**src/rtl/axis_pkt_gen.sv**
```systemverilog
// AXI-Stream packet generator: incrementing data pattern, configurable length/gap,
// fixed packet count or continuous until stopped.
module axis_pkt_gen #(
   parameter int DATA_W  = 32,
   parameter int LEN_W   = 16,
   parameter int COUNT_W = 32
) (
   input  logic               clk,
   input  logic               rst,
   input  logic               start,
   input  logic               stop,
   input  logic [LEN_W-1:0]   cfg_len,
   input  logic [LEN_W-1:0]   cfg_gap,
   input  logic [COUNT_W-1:0] cfg_num_pkts,
   output logic [DATA_W-1:0]  o_tdata,
   output logic               o_tlast,
   output logic               o_tvalid,
   input  logic               o_tready,
   output logic               busy,
   output logic               done,
   output logic [COUNT_W-1:0] pkt_count,
   output logic [COUNT_W-1:0] xfer_count
);

   typedef enum logic [1:0] {IDLE, SEND, GAP} state_t;

   localparam logic [LEN_W-1:0]   LEN_ONE   = LEN_W'(1);
   localparam logic [COUNT_W-1:0] COUNT_ONE = COUNT_W'(1);
   localparam logic [DATA_W-1:0]  DATA_ONE  = DATA_W'(1);

   state_t               state_q;
   logic [LEN_W-1:0]     len_q, gap_q, beat_q, gap_cnt_q;
   logic [COUNT_W-1:0]   num_q, pkt_q, xfer_q;
   logic [DATA_W-1:0]    data_q;
   logic                 tlast_q, tvalid_q, busy_q, done_q, stop_pend_q;

   logic                 xfer_d;
   logic [LEN_W-1:0]     eff_len_d, beat_inc_d;
   logic [COUNT_W-1:0]   pkt_inc_d;
   logic                 run_end_d;

   assign xfer_d     = tvalid_q & o_tready;
   assign eff_len_d  = (cfg_len == '0) ? LEN_ONE : cfg_len;
   assign beat_inc_d = beat_q + LEN_ONE;
   assign pkt_inc_d  = pkt_q + COUNT_ONE;
   // A stop arriving on the final tlast beat folds into the same termination.
   assign run_end_d  = stop_pend_q | stop | ((num_q != '0) && (pkt_inc_d == num_q));

   // Run configuration is frozen at the accepted start.
   always_ff @(posedge clk) begin
      if (state_q == IDLE && start) begin
         len_q <= eff_len_d;
         gap_q <= cfg_gap;
         num_q <= cfg_num_pkts;
      end
   end

   always_ff @(posedge clk) begin
      if (rst) begin
         state_q     <= IDLE;
         data_q      <= '0;
         beat_q      <= '0;
         gap_cnt_q   <= '0;
         pkt_q       <= '0;
         xfer_q      <= '0;
         tlast_q     <= 1'b0;
         tvalid_q    <= 1'b0;
         busy_q      <= 1'b0;
         done_q      <= 1'b0;
         stop_pend_q <= 1'b0;
      end else begin
         done_q <= 1'b0;
         case (state_q)
            IDLE: begin
               if (start) begin
                  state_q     <= SEND;
                  data_q      <= '0;
                  beat_q      <= '0;
                  pkt_q       <= '0;
                  xfer_q      <= '0;
                  tvalid_q    <= 1'b1;
                  tlast_q     <= (eff_len_d == LEN_ONE);
                  busy_q      <= 1'b1;
                  stop_pend_q <= 1'b0;
               end
            end
            SEND: begin
               if (stop) stop_pend_q <= 1'b1;
               if (xfer_d) begin
                  data_q <= data_q + DATA_ONE;
                  xfer_q <= xfer_q + COUNT_ONE;
                  if (tlast_q) begin
                     pkt_q  <= pkt_inc_d;
                     beat_q <= '0;
                     if (run_end_d) begin
                        state_q     <= IDLE;
                        tvalid_q    <= 1'b0;
                        tlast_q     <= 1'b0;
                        busy_q      <= 1'b0;
                        done_q      <= 1'b1;
                        stop_pend_q <= 1'b0;
                     end else if (gap_q != '0) begin
                        state_q   <= GAP;
                        tvalid_q  <= 1'b0;
                        tlast_q   <= 1'b0;
                        gap_cnt_q <= gap_q;
                     end else begin
                        tlast_q <= (len_q == LEN_ONE);
                     end
                  end else begin
                     beat_q  <= beat_inc_d;
                     tlast_q <= (beat_inc_d == len_q - LEN_ONE);
                  end
               end
            end
            GAP: begin
               if (stop) begin
                  state_q     <= IDLE;
                  busy_q      <= 1'b0;
                  done_q      <= 1'b1;
                  stop_pend_q <= 1'b0;
               end else if (gap_cnt_q == LEN_ONE) begin
                  state_q  <= SEND;
                  tvalid_q <= 1'b1;
                  tlast_q  <= (len_q == LEN_ONE);
               end else begin
                  gap_cnt_q <= gap_cnt_q - LEN_ONE;
               end
            end
            default: state_q <= IDLE;
         endcase
      end
   end

   assign o_tdata    = data_q;
   assign o_tlast    = tlast_q;
   assign o_tvalid   = tvalid_q;
   assign busy       = busy_q;
   assign done       = done_q;
   assign pkt_count  = pkt_q;
   assign xfer_count = xfer_q;

endmodule

```
**config.mk**
```make
export PLATFORM = sky130hd
export DESIGN_NAME = axis_pkt_gen
export DESIGN_NICKNAME = d
export VERILOG_FILES = /design/src/rtl/axis_pkt_gen.sv
export SDC_FILE = /design/constraint.sdc
export NUM_CORES = 1
export LEC_CHECK = 0
export ABC_AREA = 1
export ABC_CLOCK_PERIOD_IN_PS = 3290
export CAP_MARGIN = 5
export CORE_MARGIN = 2
export CORE_UTILIZATION = 55
export CTS_CLUSTER_SIZE = 28
export DETAILED_ROUTE_END_ITERATION = 8
export GPL_ROUTABILITY_DRIVEN = 0
export PLACE_DENSITY = 0.81
export SETUP_SLACK_MARGIN = 0.05
export SYNTH_ARGS = -nofsm -noshare
export SYNTH_HDL_FRONTEND = slang
export SYNTH_SLANG_ARGS = --single-unit
```
**constraint.sdc**
```tcl
create_clock -name clk -period 3.29 [get_ports clk]
set_input_delay 0.658 -clock clk [delete_from_list [all_inputs] [get_ports clk]]
set_output_delay 0.658 -clock clk [all_outputs]
set_load 0.1 [all_outputs]
```
==> results.md, run 1 <==
- Status: finished clean
- Largest net degree at the start of global routing: 65
- Clk slew on worst S/H paths: 0.09 ns
- Row count: 52
- H-tree levels: 4
- RSZ-0062 raised after global routing: no
- Fin Clk Skew: about 0.014 ns
- Maximum clock frequency: ~340 MHz
- Area after DPL: around 13000 sq um
- CTS Hold Bufs: 0
- Clock latency on the worst-skew pair: 0.44 ns
- Crit path launch type: flop
- Final setup fails: 0
- CP Data Required Time: 3.66 ns
- VDD IR max: 0.3831 mV
- Setup crit end kind: flop
- Reg2reg start: pkt_count[10]
- Remaining DRCs: 0
- Post-Syn Area: 11220 sq um
- Die footprint: around 22000 sq um
- Max-slew headroom at the worst pin: a little under three fifths
- Final worst path period share: between 80 and 90%
- Share of cells above drive strength 1: around 11%
- CTS tree: built
- Crit-path max FO: 16
- Crit path kind: reg -> reg
- Post-CTS Resized: 0
- Distinct cell type count after synthesis: 51
- IO Port Bufs: approximately 170
- Mapped Cells: about 1600
- Yosys reg bits: 199
- Hold path startpoint: o_tdata[31]
- Max Slew Vio Count: 0
- Worst EP arrival: 3.30 ns
- First-pass GRT wire length: a little under 50000 microns
- Post-DP HPWL: 21630 microns
- Fin area: 13520 sq um
- Initial Util: 55.80%
- Reg2reg path depth: 18
- Sequential area share after synthesis: about 40%
- Vias per cell: 5.415
- Max_cap viols: 0
- Top_reg_cell synth: dfxtp_1
- Worst hold margin: 0.4563 ns
- Nets: about 1800
- All-Layer GR Usage: 27.29%
- Inserted Clock Buffers: 17
- Finished Core Util: 67.24%
- Syn. warnings: 0
- Post-synth net total: between 1500 and 2000
- Fillers: 1706
- # IOs: 169
- EDFF count, synth: between 60 and 70
- CTS max path bufs: 2
- Total number of vias: 11050
- Hold Crit Class: reg -> reg
- Setup TNS Final: 0 ns
- Hold depth: 1
- CTS sink cnt: between 150 and 200
- Pleak: 5.547 nW
- Register area: 4624 sq um
- Power Density: 591.5 nW/um^2
- Commonest non-fill, non-tap cell in the layout: nand2_1
- Clock Tree Root: clkbuf_16
- Iteration-0 DRC Markers: 858
- Worst R2R End: gap_cnt_q[2]
- Die width: 146.8 microns
- Congestion Overflow GR: 0
- Detail Route Antenna Nets: 0
- WHS Endpoint: o_tdata[31]
- Die Ht: 146.8 microns
- Drt pass-1 iters: 7
- Final hold vios: 0
- Minimum clock period: approximately 3 ns
- Drt wl/cell: 14.46 microns
- Total wire length: 29520 microns
- Initial antenna violation count: 0
- Layout area overhead: 20.50%
- # Post-CTS Setup Buffers: 0
- Worst R2R Setup Slack: 0.36 ns
- Asr flop ratio synth: 0%
- Least-Margin Pin Slew: 0.6661 ns
- Most frequent cells in the layout: nand2_1 (440), nor2_1 (220), inv_1 (185)
- CORE AREA: 20100 sq um
- Vias in the first global route: 10140
- Syn Area/Cell: 6.994 sq um
- Area occupied by multi-input gates: 5703 sq um
worst max-delay path by stage:
| stage | from | end | slack, ns |
|---|---|---|---|
| after global placement | start | xfer_count[30] | 0.14 |
| final | pkt_count[10] | gap_cnt_q[2] | 0.36 |
| after CTS | pkt_count[1] | gap_cnt_q[2] | 0.45 |
| after global routing | start | xfer_count[30] | 0.07 |
| after detailed placement | start | xfer_count[30] | 0.03 |
| after floorplan | pkt_count[1] | gap_cnt_q[1] | 0.18 |
per-stage QoR:
stage                     setup slack [ns]  total power, mW  std cells
after global placement              0.1391            5.833       2008
after CTS                           0.4460            8.005       2040
after global routing               0.07086            8.460       2040
final                               0.3578            7.996       2041
after floorplan                     0.1775            5.156       1604
after detailed placement           0.02965            5.877       2008
cells in the mapped netlist (all sizes together), types with 2 or more instances:
library cell	number	share of area, %
a31o	4	0.31
edfxtp	64	17
nand2	453	16
nor4	14	0.84
xor2	27	2.1
inv	186	6.2
clkbuf	43	1.4
o21ai	63	2.8
and2	3	0.17
xnor2	14	1.2
mux2i	2	0.18
xor3	3	0.64
a2bb2oi	2	0.16
nor3	39	1.8
nand3	118	5.3
a31oi	8	0.45
nor3b	4	0.27
dfxtp	135	24
nand3b	13	0.87
nand4	29	1.7
buf	5	0.33
a211oi	4	0.27
o21a	3	0.20
or2	5	0.28
ha	12	1.3
nor2	232	8.6
o21bai	5	0.33
and3	2	0.11
o22ai	2	0.11
a21oi	104	4.7
state kept, by name (all words and copies together) (netlist names):
name         flops
busy             1
o_tvalid         1
num_q           32
pkt_count       32
gap_cnt_q       16
stop_pend_q      1
done             1
o_tdata         32
len_q           16
beat_q          16
state_q          2
xfer_count      32
gap_q           16
o_tlast          1
critical path: stages, from the launching register on:
cell     delay [ns]
dfxtp_1        0.48
nand2_1        0.16
nor2_1         0.33
nand2_1        0.16
nor2_4         0.21
nand2_1        0.08
nand2_1        0.08
nand2_1        0.06
nand2_1        0.08
nand2_1        0.05
nor2_1         0.15
nand2_1        0.11
nor2_1         0.14
nand3_2        0.15
nand2_2        0.13
nand2_4        0.08
nand2_4        0.17
o21ai_0        0.10
nor2_1         0.14
logic make-up (layout without fill, tap and decap cells):
logic type	after synthesis	after routing	share of synthesized area (%)
and+or+nand+nor	914	914	35.72
buffers and inverters	234	400	8.008
AOI/OAI and AO/OA	199	199	9.625
DFF	199	199	41.22
xor gates and xnor gates	44	44	3.904
adders and majority gates	12	12	1.338
muxes	2	2	0.1785
other	0	1	0
layer usage:
metal	vias up	global-route usage [%]	part of all wire, %
met3	45	5.559	7.6
met2	417	46.48	47
met5	-	0	0
met1	5065	35.63	43
li1	5524	-	-
met4	0	7.039	1.8
area by class of cell:
cell class                 count  area share (%)
clock buffer                  17           3.147
sequential                   199           34.21
antenna                        1         0.01851
clock inverter                15           1.351
inverter                     186           5.165
multi-input combinational   1171           42.19
timing repair buffer         182           11.42
tap                          270           2.499
where the power goes:
part	switching, mW	leakage [nW]	internal [mW]	total [mW]
clock	1.09	0.297	1.04	2.12
sequential	0.260	1.70	2.89	3.15
combinational	1.84	3.55	0.883	2.73
Note: power is estimated with default switching activity, not from simulation.
==> run 2: changes to the inputs <==
Settings changed: GPL_TIMING_DRIVEN set to 0, PLACE_DENSITY 0.81 to not set, PLACE_DENSITY_LB_ADDON set to 0.15.
==> results.md, run 2 (same netlist as run 1, synthesis figures left out) <==
- Remaining DRCs: 0
- Crit path launch type: input port
- Fin Clk Skew: 0.01144 ns
- Clk slew on worst S/H paths: 0.08 ns
- Congestion Overflow GR: 0
- Worst EP arrival: 3.26 ns
- Least-Margin Pin Slew: 1.057 ns
- Total number of vias: 11250
- Vias per cell: 5.423
- Fin area: between 10000 and 15000 sq um
- Worst hold margin: 0.4715 ns
- Status: finished clean
- Hold Crit Class: reg -> reg
- Met2 global-route usage: between 40 and 50%
- # IOs: about 170
- CP Data Required Time: roughly 3.7 ns
- Initial antenna violation count: 1
- RSZ-0062 raised after global routing: no
- Clock Tree Root: clkbuf_16
- Commonest non-fill, non-tap cell in the layout: nand2_1
- Post-DP HPWL: 23210 microns
- CTS Hold Bufs: 0
- Crit path kind: in -> reg
- Max Slew Vio Count: 0
- Max-slew headroom at the worst pin: 29.33%
- # Post-CTS Setup Buffers: 0
- Vias in the first global route: 10430
- GR Util met3: 6.180%
- Antenna cells: 0
- Drt pass-1 iters: 6
- Detail Route Antenna Nets: 0
- Setup crit end kind: flop
- Row count: 52
- Post-CTS Resized: 0
- Maximum clock frequency: roughly 350 MHz
- Busiest layer in global routing: met2
- Worst R2R Setup Slack: ~0.44 ns
- Area after DPL: roughly 13000 sq um
- Share of cells above drive strength 1: between 4 and 5%
- Clock latency on the worst-skew pair: 0.44 ns
- CTS tree: built
- Die Ht: 146.8 microns
- All-Layer GR Usage: 28.61%
- Initial Util: 55.80%
- Power Density: just under 600 nW/um^2
- Final setup fails: 0
- Nets: approximately 1900
- Minimum clock period: 2.886 ns
- VDD IR max: 0.4737 mV
- CTS sink cnt: 199
- Pleak: 5.346 nW
- H-tree levels: 4
- Final worst path period share: 87.73%
- Iteration-0 DRC Markers: 880
- Most frequent cells in the layout: nand2_1 (440), nor2_1 (220), inv_1 (185)
- Die width: 146.8 microns
- Die footprint: 21550 sq um
- Drt wl/cell: 14.75 microns
- Inserted Clock Buffers: 17
- Crit-path max FO: 4
- First-pass GRT wire length: 50300 microns
- CORE AREA: 20100 sq um
- M1 GR Usage: 38.14%
- Largest net degree at the start of global routing: 38
- CTS max path bufs: 2
- Max_cap viols: 0
- Total wire length: 30600 microns
- Final hold vios: 0
- Layout area overhead: 23.32%
- IO Port Bufs: approximately 170
==> run 2: cell types whose count changed in the layout (fill, tap and decap cells not counted), sizes merged <==
cell and delta:
clkdlybuf4s50 +101, diode -1, buf -109, clkbuf +45
inv +4, clkinv -6
==> run 2: worst max-delay path: stages <==
cell and delay (ns):
clkdlybuf4s50_1 0.49, nand2_1 0.06, nand2_1 0.08, nand2_1 0.08, nor2_1 0.15, nand3_1 0.17, nor2_1 0.20, nand2_1 0.12
nor2_1 0.19, nand2_1 0.10, nor3_1 0.19, nand3_1 0.12, nor2_1 0.20, nand2_1 0.11, nor2_1 0.12, o21ai_0 0.08
a21oi_1 0.13
==> run 2: power by group <==
part / total [mW] / switching [mW] / internal (mW)
combinational: 2.79 / 1.91 / 0.885
sequential: 3.16 / 0.273 / 2.89
clock: 2.09 / 1.03 / 1.06
==> run 2: final timing paths <==
| path | to | cells past startpoint | startpoint |
|---|---|---|---|
| worst max-delay path | xfer_count[30] | 17 | o_tready |
| worst min-delay path | o_tdata[31] | 1 | o_tdata[31] |
| worst max register to register | xfer_count[30] | 17 | state_q[0] |
| worst min register to register | o_tdata[31] | 1 | o_tdata[31] |
==> run 2: routing by layer <==
metal	up-vias	share of wire, %	routed length, microns
li1	5595	-	-
met1	5172	44	13310
met2	428	47	14380
met3	56	7.8	2374
met4	2	1.7	518
met5	-	0.042	13
==> run 2: metrics by stage <==
| step | instances | utilization [%] | power (mW) | setup TNS, ns | setup WS (ns) |
|---|---|---|---|---|---|
| global placement | 2042 | 65.85 | 5.891 | -64.40 | -1.076 |
| finish | 2075 | 68.81 | 8.043 | 0 | 0.4038 |
| detailed placement | 2043 | 65.94 | 5.951 | -0.02005 | -0.02005 |
| floorplan | 1604 | - | 5.156 | 0 | 0.1775 |
| global route | 2075 | 68.81 | 8.509 | 0 | 0.05700 |
| CTS | 2075 | 68.81 | 8.048 | 0 | 0.4349 |
==> run 2: final cells by class <==
cell class,instances,area [sq um]
Fill cell,1714,6270
Multi-Input combinational cell,1171,5695
Sequential cell,199,4624
Timing Repair Buffer,169,1702
Inverter,186,698.2
Clock buffer,19,455.4
Tap cell,270,337.8
Buffer,48,200.2
Clock inverter,13,121.4
